<file path="src/rtl/control_cursa.sv">
// ============================================================================
// Module   : control_cursa
// Brief    : Race sequencer for the line-follower car. It handles start-up,
//            the soft-start duty ramp, debounced lap counting, the timed
//            brake and the race-done state.
// Revision : 1.0
// ============================================================================
`default_nettype none

module control_cursa #(
    parameter int          DEBOUNCE_CYC = 5000,
    parameter int          RAMP_DIV     = 1000,
    parameter logic [11:0] RAMP_STEP    = 12'h010,
    parameter logic [11:0] DC_MAX       = 12'h999,
    parameter int          BRAKE_CYC    = 50000,
    parameter int          TURE_C1      = 2,
    parameter int          TURE_C2      = 11
) (
    input  logic        clk,
    input  logic        rst,
    input  logic        i_senzor_1,
    input  logic        i_senzor_2,
    input  logic        i_senzor_4,
    input  logic        i_senzor_5,
    input  logic [1:0]  i_circuit,
    input  logic        i_start,
    input  logic [1:0]  i_directie_in_A,
    input  logic [1:0]  i_directie_in_B,
    input  logic        i_stop_in,
    output logic [1:0]  o_directie_driverA,
    output logic [1:0]  o_directie_driverB,
    output logic [11:0] o_factor_dc_driverA,
    output logic [11:0] o_factor_dc_driverB,
    output logic [7:0]  o_count_ture,
    output logic        o_tact_count,
    output logic        o_stop,
    output logic        o_cursa_terminata
);

    localparam int TMR_MAX = (RAMP_DIV > BRAKE_CYC) ? RAMP_DIV : BRAKE_CYC;
    localparam int TW      = $clog2(TMR_MAX + 1);
    localparam int DW      = $clog2(DEBOUNCE_CYC + 1);

    localparam logic [TW-1:0] C_RAMP_LAST  = TW'(RAMP_DIV - 1);
    localparam logic [TW-1:0] C_BRAKE_LAST = TW'(BRAKE_CYC - 1);
    localparam logic [DW-1:0] C_DEB_LAST   = DW'(DEBOUNCE_CYC - 1);

    typedef enum logic [2:0] {
        IDLE  = 3'd0,
        RAMP  = 3'd1,
        RUN   = 3'd2,
        BRAKE = 3'd3,
        DONE  = 3'd4
    } state_t;

    state_t          r_state;
    logic [TW-1:0]   r_timer;
    logic [DW-1:0]   r_deb_cnt;
    logic            r_armed;
    logic [11:0]     r_duty;
    logic [7:0]      r_count;
    logic            r_tact;
    logic            r_stop;
    logic            r_done;

    logic            w_linie;
    logic            w_run_en;
    logic            w_target_met;
    logic [12:0]     w_duty_sum;
    logic [11:0]     w_duty_next;

    assign w_linie     = i_senzor_1 & i_senzor_2 & i_senzor_4 & i_senzor_5;
    assign w_run_en    = (r_state == RAMP) || (r_state == RUN);
    assign w_duty_sum  = {1'b0, r_duty} + {1'b0, RAMP_STEP};
    assign w_duty_next = (w_duty_sum >= {1'b0, DC_MAX}) ? DC_MAX : w_duty_sum[11:0];

    // Target follows the live circuit code so a mid-race change re-evaluates it.
    always_comb begin
        w_target_met = 1'b0;
        case (i_circuit)
            2'b01:   w_target_met = (r_count >= 8'(TURE_C1));
            2'b10:   w_target_met = (r_count >= 8'(TURE_C2));
            default: w_target_met = 1'b0;
        endcase
    end

    always_ff @(posedge clk) begin
        if (rst) begin
            r_state   <= IDLE;
            r_timer   <= '0;
            r_deb_cnt <= '0;
            r_armed   <= 1'b1;
            r_duty    <= '0;
            r_count   <= '0;
            r_tact    <= 1'b0;
            r_stop    <= 1'b1;
            r_done    <= 1'b0;
        end else if (i_circuit == 2'b00) begin
            r_state   <= IDLE;
            r_timer   <= '0;
            r_deb_cnt <= '0;
            r_armed   <= 1'b1;
            r_duty    <= '0;
            r_count   <= '0;
            r_tact    <= 1'b0;
            r_stop    <= 1'b1;
            r_done    <= 1'b0;
        end else begin
            r_tact <= 1'b0;

            // Armed: wait for a held line. Disarmed: wait for a held absence.
            if (w_run_en) begin
                if (r_armed == w_linie) begin
                    if (r_deb_cnt == C_DEB_LAST) begin
                        r_deb_cnt <= '0;
                        r_armed   <= ~r_armed;
                        if (r_armed) begin
                            r_tact <= 1'b1;
                            if (r_count != 8'hFF)
                                r_count <= r_count + 8'd1;
                        end
                    end else begin
                        r_deb_cnt <= r_deb_cnt + 1'b1;
                    end
                end else begin
                    r_deb_cnt <= '0;
                end
            end else begin
                r_deb_cnt <= '0;
            end

            case (r_state)
                IDLE: begin
                    r_duty  <= '0;
                    r_stop  <= 1'b1;
                    r_timer <= '0;
                    if (i_start) begin
                        r_state <= RAMP;
                        r_stop  <= i_stop_in;
                    end
                end
                RAMP: begin
                    r_stop <= i_stop_in;
                    if (w_target_met) begin
                        r_state <= BRAKE;
                        r_duty  <= '0;
                        r_stop  <= 1'b1;
                        r_timer <= '0;
                    end else if (r_timer == C_RAMP_LAST) begin
                        r_timer <= '0;
                        r_duty  <= w_duty_next;
                        if (w_duty_next == DC_MAX)
                            r_state <= RUN;
                    end else begin
                        r_timer <= r_timer + 1'b1;
                    end
                end
                RUN: begin
                    r_stop <= i_stop_in;
                    r_duty <= DC_MAX;
                    if (w_target_met) begin
                        r_state <= BRAKE;
                        r_duty  <= '0;
                        r_stop  <= 1'b1;
                        r_timer <= '0;
                    end
                end
                BRAKE: begin
                    r_duty <= '0;
                    r_stop <= 1'b1;
                    if (r_timer == C_BRAKE_LAST) begin
                        r_state <= DONE;
                        r_done  <= 1'b1;
                        r_timer <= '0;
                    end else begin
                        r_timer <= r_timer + 1'b1;
                    end
                end
                DONE: begin
                    r_duty <= '0;
                    r_stop <= 1'b1;
                    r_done <= 1'b1;
                end
                default: begin
                    r_state <= IDLE;
                end
            endcase
        end
    end

    assign o_directie_driverA  = w_run_en ? i_directie_in_A : 2'b00;
    assign o_directie_driverB  = w_run_en ? i_directie_in_B : 2'b00;
    assign o_factor_dc_driverA = r_duty;
    assign o_factor_dc_driverB = r_duty;
    assign o_count_ture        = r_count;
    assign o_tact_count        = r_tact;
    assign o_stop              = r_stop;
    assign o_cursa_terminata   = r_done;

endmodule

`default_nettype wire

</file>
<file path="config.mk">
export PLATFORM = sky130hd
export DESIGN_NAME = control_cursa
export DESIGN_NICKNAME = d
export VERILOG_FILES = /design/src/rtl/control_cursa.sv
export SDC_FILE = /design/constraint.sdc
export NUM_CORES = 1
export LEC_CHECK = 0
export ABC_AREA = 1
export CORE_ASPECT_RATIO = 0.9
export CORE_MARGIN = 2
export CORE_UTILIZATION = 45
export CTS_CLUSTER_DIAMETER = 80
export DETAILED_ROUTE_END_ITERATION = 10
export PLACE_DENSITY_LB_ADDON = 0.05
export SLEW_MARGIN = 30
export SYNTH_ARGS = -nofsm -noshare
export SYNTH_HDL_FRONTEND = slang
export SYNTH_SLANG_ARGS = --single-unit
export TNS_END_PERCENT = 1
</file>
<file path="constraint.sdc">
create_clock -name clk -period 2.21 [get_ports clk]
set_clock_uncertainty 0.1 [all_clocks]
set_input_delay 0.3315 -clock clk [delete_from_list [all_inputs] [get_ports clk]]
set_output_delay 0.3315 -clock clk [all_outputs]
set_load 0.01 [all_outputs]
</file>
======== After elaboration in Yosys (flattened, before gate mapping) ========
Index checks and enable logic that the tools add are counted.
storage, ports and cells
  flip-flop bits (word level) ............. 56
  output and inout port bits .............. 39
  input bits .............................. 14
cells by class
  bitwise operators ....................... 8
  equality and inequality tests ........... 17
  reduce and logical (&&, ||, !) cells .... 19
  muxes and demuxes ....................... 26
  add/subtract/negate cells ............... 4
  magnitude comparators ................... 3
operator list
  operator                                                             count
  two-way mux 16 bit                                                   4
  case mux 16 bit (4 select lines)                                     1
  two-way mux 12 bit                                                   4
  case mux 12 bit (3 select lines)                                     1
  two-way mux 3 bit                                                    6
  adder 16 x 1 -> 16 bit, second input constant                        1
  equality test 16 x 10 -> 1 bit, second input constant                1
  equality test 16 bit, second input constant                          1
  case mux 3 bit (5 select lines)                                      1
  adder 12 x 5 -> 13 bit, second input constant                        1
  adder 13 x 1 -> 13 bit, second input constant                        1
  equality test 13 bit, second input constant                          1
  greater-or-equal comparator 13 x 12 -> 1 bit, second input constant  1
  equality test 12 bit, second input constant                          1
  OR reduction 5 bit                                                   2
  adder 8 x 1 -> 8 bit, second input constant                          1
  greater-or-equal comparator 8 x 2 -> 1 bit, second input constant    1
  greater-or-equal comparator 8 x 4 -> 1 bit, second input constant    1
  inequality test 8 bit, second input constant                         1
  equality test 3 x 2 -> 1 bit, second input constant                  2
  inequality test 2 bit, second input constant                         3
  inequality test 3 x 2 -> 1 bit, second input constant                2
  AND reduction 2 bit                                                  3
  AND reduction 6 bit                                                  1
  21 further kinds                                                     35

======== Depth between registers and ports, before layout ========
  depth in word-level cells ............... 8
  depth in mapped cells ................... 14

======== Worst setup path after synthesis ========
No wires, ideal clock.
  kind .................................... register to register
  from .................................... register r_duty[4], in the netlist o_factor_dc_driverA[4]
  to ...................................... register r_state[1]
  required time ........................... 1.995 ns
  buffers on the path ..................... 0
  stages on the path, launching flop included .. 13
  library setup time ...................... 0.115 ns
  slack ................................... 0.318 ns
  period minus slack after synthesis ...... 1.892 ns
  arrival time ............................ 1.677 ns
  path through ............................ dfxtp_1 > ha_1 > nand2_2 > nor2_2 > nand2_1 > nand2_1 > nand2_2 > nor2_4 > nand3_2 > nand2_4 > nand3_2 > a21oi_1 > nor2_1
between the ends
  cells in the longest elaborated chain, start to end .. 6
ends and longest elaborated chain
  element                                       RTL line  text
  from (decl)                                   60        logic [11:0] r_duty;
  from (signal assigned)                        151       r_duty <= w_duty_next;
  adder 12 x 5 -> 13 bit *                      74        assign w_duty_sum = {1'b0, r_duty} + {1'b0, RAMP_STEP};
  greater-or-equal comparator 13 x 12 -> 1 bit  75        assign w_duty_next = (w_duty_sum >= {1'b0, DC_MAX}) ? DC_MAX : w_duty_sum[11:0];
  two-way mux 12 bit *                          75
  equality test 12 bit *                        152       if (w_duty_next == DC_MAX)
  inequality test 3 x 2 -> 1 bit (no line) *    --
  AND reduction 6 bit (no line) *               --
  to (signal assigned)                          89        r_state <= IDLE;
  to (signal assigned)                          153       r_state <= RUN;
  to (signal assigned)                          162       r_state <= BRAKE;
  to (decl)                                     56        state_t r_state;
Every way passes the cells marked *; elsewhere a longest branch is shown, timed or not.
A chain may end at the register's enable or synchronous reset.

======== Worst setup path after layout ========
Ends and elaborated chain as after synthesis.

==> impl_metrics.yaml <==
status:
  outcome: "finished clean"
synthesis:
  synth_cell_type_count: 44
  synth.net_count: 536
  ys_seq_elements: 56
  synth_edf_count: 0
  avgSynthCellArea_sq_um: 6.83
  yosys-top-cells-area: "dfxtp_1, nand2_1, nor2_1"
  synthCells: 513
  netlist_area_sq_um: 3500
  synth_seq_area_share_pct: 32.0
  ys_warn_count: 0
  yosysTopAreaCell: "dfxtp_1"
  async_flop_share_pct: 0
  ys.flop_type: "dfxtp_1"
  synth_top_area_share_pct: 32.0
die:
  die_w_um: 97.0
  fp.dieH_um: 87.7
  initial_utilization_pct: 46.4
  fp.dieArea_sq_um: 8510
  row_count: 30
  core_sq_um: 7540
  io_pins: 53
cells_and_area:
  diodes: 0
  syn_to_final_growth_pct: 20.5
  final_common_cell: "nand2_1"
  final_cell_mix: "nand2_1, nor2_1, inv_1"
  final_layout_size_suffix_gt1_share_pct: 12.5
  nFillCells: 737
  final_nets: 588
critical_path:
  path_class: "reg -> reg"
  endpoint_kind: "flop"
  required_ps: 2330
  start_kind: "flop"
  critical_path_arrival_ps: 2110
  cp_max_fo: 10
grt:
  grt_pass1_vias: 2954
  grtUsageTotal_pct: 19.0
  grt_max_degree: 21
  grt_first_pass_wirelength_um: 13500
  antenna_found_initial: 0
  globalRouteOverflowTotal: 0
sta:
  min_period_over_period_pct: 89.9
  worst_hold_slack_ps: 359
  relSlewSlack_pct: 70.5
  grt_setup_unrepaired: "false"
  slew_viol_final: 0
  hold_violations: 0
  period_minus_slack_ps: 1990
  fmax_ghz: 0.503
  worst_pin_slew_ps: 439
  setup_violations: 0
  worst_slack_ps: 223
pwr:
  p_per_area_nw_per_um2: 547
  finalPower_w: 0.00231
  leakage_nw: 1.78
  irDropWorstVdd_mv: 0.415
clocking:
  cts-root-buf: "clkbuf_8"
  cts_buffers: 5
  cts_tree: "done"
  cts.sink_count: 56
  clkTransAtPathRegs_ps: 110
  htree_levels: 2
  clk_latency_ps: 320
  clockBufferDepth: 2
placement:
  dp_hpwl_um: 5950
  post-place-ws_ps: -46.0
  io_buffers: 52
  place_congestion: 0.865
routing:
  drc: 0
  avgRoutedWirePerCell_um: 11.7
  vias: 3272
  first_pass_iters: 4
  vias_per_cell: 4.94
  final_antenna_net_count: 0
  drt_iter0_drc: 168
  finalWirelength_um: 7750
worst_hold_path:
  hold_path_class: "reg -> reg"
job:
  maxCapViolations: 0
==> registers in the layout, summed over array words and instances, names as in the netlist <==
name                 flops
o_cursa_terminata        1
r_state                  3
r_armed                  1
r_deb_cnt               13
r_timer                 16
o_tact_count             1
o_count_ture             8
o_factor_dc_driverA     12
o_stop                   1
==> final timing paths <==
path	to	start	slack, ps	cells after the start
max	r_state[1]$_SDFFE_PP0P_	o_factor_dc_driverA[4]$_SDFFE_PP0P_	220	12
min	r_deb_cnt[0]$_SDFF_PP0_	r_deb_cnt[0]$_SDFF_PP0_	360	1
max reg2reg	r_state[1]$_SDFFE_PP0P_	o_factor_dc_driverA[4]$_SDFFE_PP0P_	220	12
min reg2reg	r_deb_cnt[0]$_SDFF_PP0_	r_deb_cnt[0]$_SDFF_PP0_	360	1
==> power breakdown <==
part,switching (W),internal (W)
registers,0.0000425,0.00104
clock network,0.000377,0.000240
logic,0.000357,0.000254
total,0.000776,0.00153
==> timing repair <==
item                                   CTS  global route
resized for setup                        5             7
endpoints found under the hold margin    0             0
setup endpoints to repair                4            12
hold buffers                             0             0
setup buffers                            1             0
==> cells in the mapped netlist (8+ instances only) <==
| cell | instances |
|---|---|
| nor2_1 | 73 |
| nand2_1 | 103 |
| ha_1 | 9 |
| buf_4 | 13 |
| o21ai_0 | 8 |
| dfxtp_1 | 56 |
| nand4_1 | 17 |
| inv_1 | 67 |
| nand3_1 | 35 |
| xor2_1 | 8 |
| nor3_1 | 12 |
| a21oi_1 | 32 |
==> worst max-delay path: stages, from the launching register on <==
cell and delay, ps:
dfxtp_1 450, ha_2 270, nand2_2 70, nor2_2 140, nand2_1 60, nand2_1 70, nand2_2 70, nor2_4 120
nand3_2 100, nand2_4 140, nand3_2 100, a21oi_1 140, nor2_1 60
==> kinds of logic (layout without fill, tap and decap cells) <==
kind of cell,after synthesis,count (layout),share of synthesized area [%]
simple gates,281,281,39.9
buf+inv,95,148,11.9
compound gates,60,60,9.96
flops,56,56,32.0
xor+xnor,12,12,3.00
fa+ha+maj,9,9,3.21
==> cell type report <==
class	count	area, sq um	area share (%)
Tap cell	96	120	2.84
Multi-Input combinational cell	362	1970	46.7
Sequential cell	56	1130	26.7
Inverter	76	287	6.79
Clock buffer	5	68.8	1.63
Clock inverter	3	28.8	0.681
Timing Repair Buffer	64	621	14.7
==> stage by stage <==
stage	instance area, sq um	cells	setup TNS (ps)	utilization [%]
after floorplan	3500	513	0	-
after global placement	4100	653	0	54.3
after detailed placement	4100	653	-143	54.3
after CTS	4210	662	0	55.8
after global routing	4220	662	0	56.0
final	4220	662	0	56.0
==> metal layers <==
metal,vias up,wire length [um],GRT usage [%]
li1,1741,-,-
met3,6,301,3.11
met4,0,80,5.38
met5,-,0,0
met1,1467,3810,25.7
met2,58,3550,32.0
No activity file was read; power rests on OpenSTA's default activity.
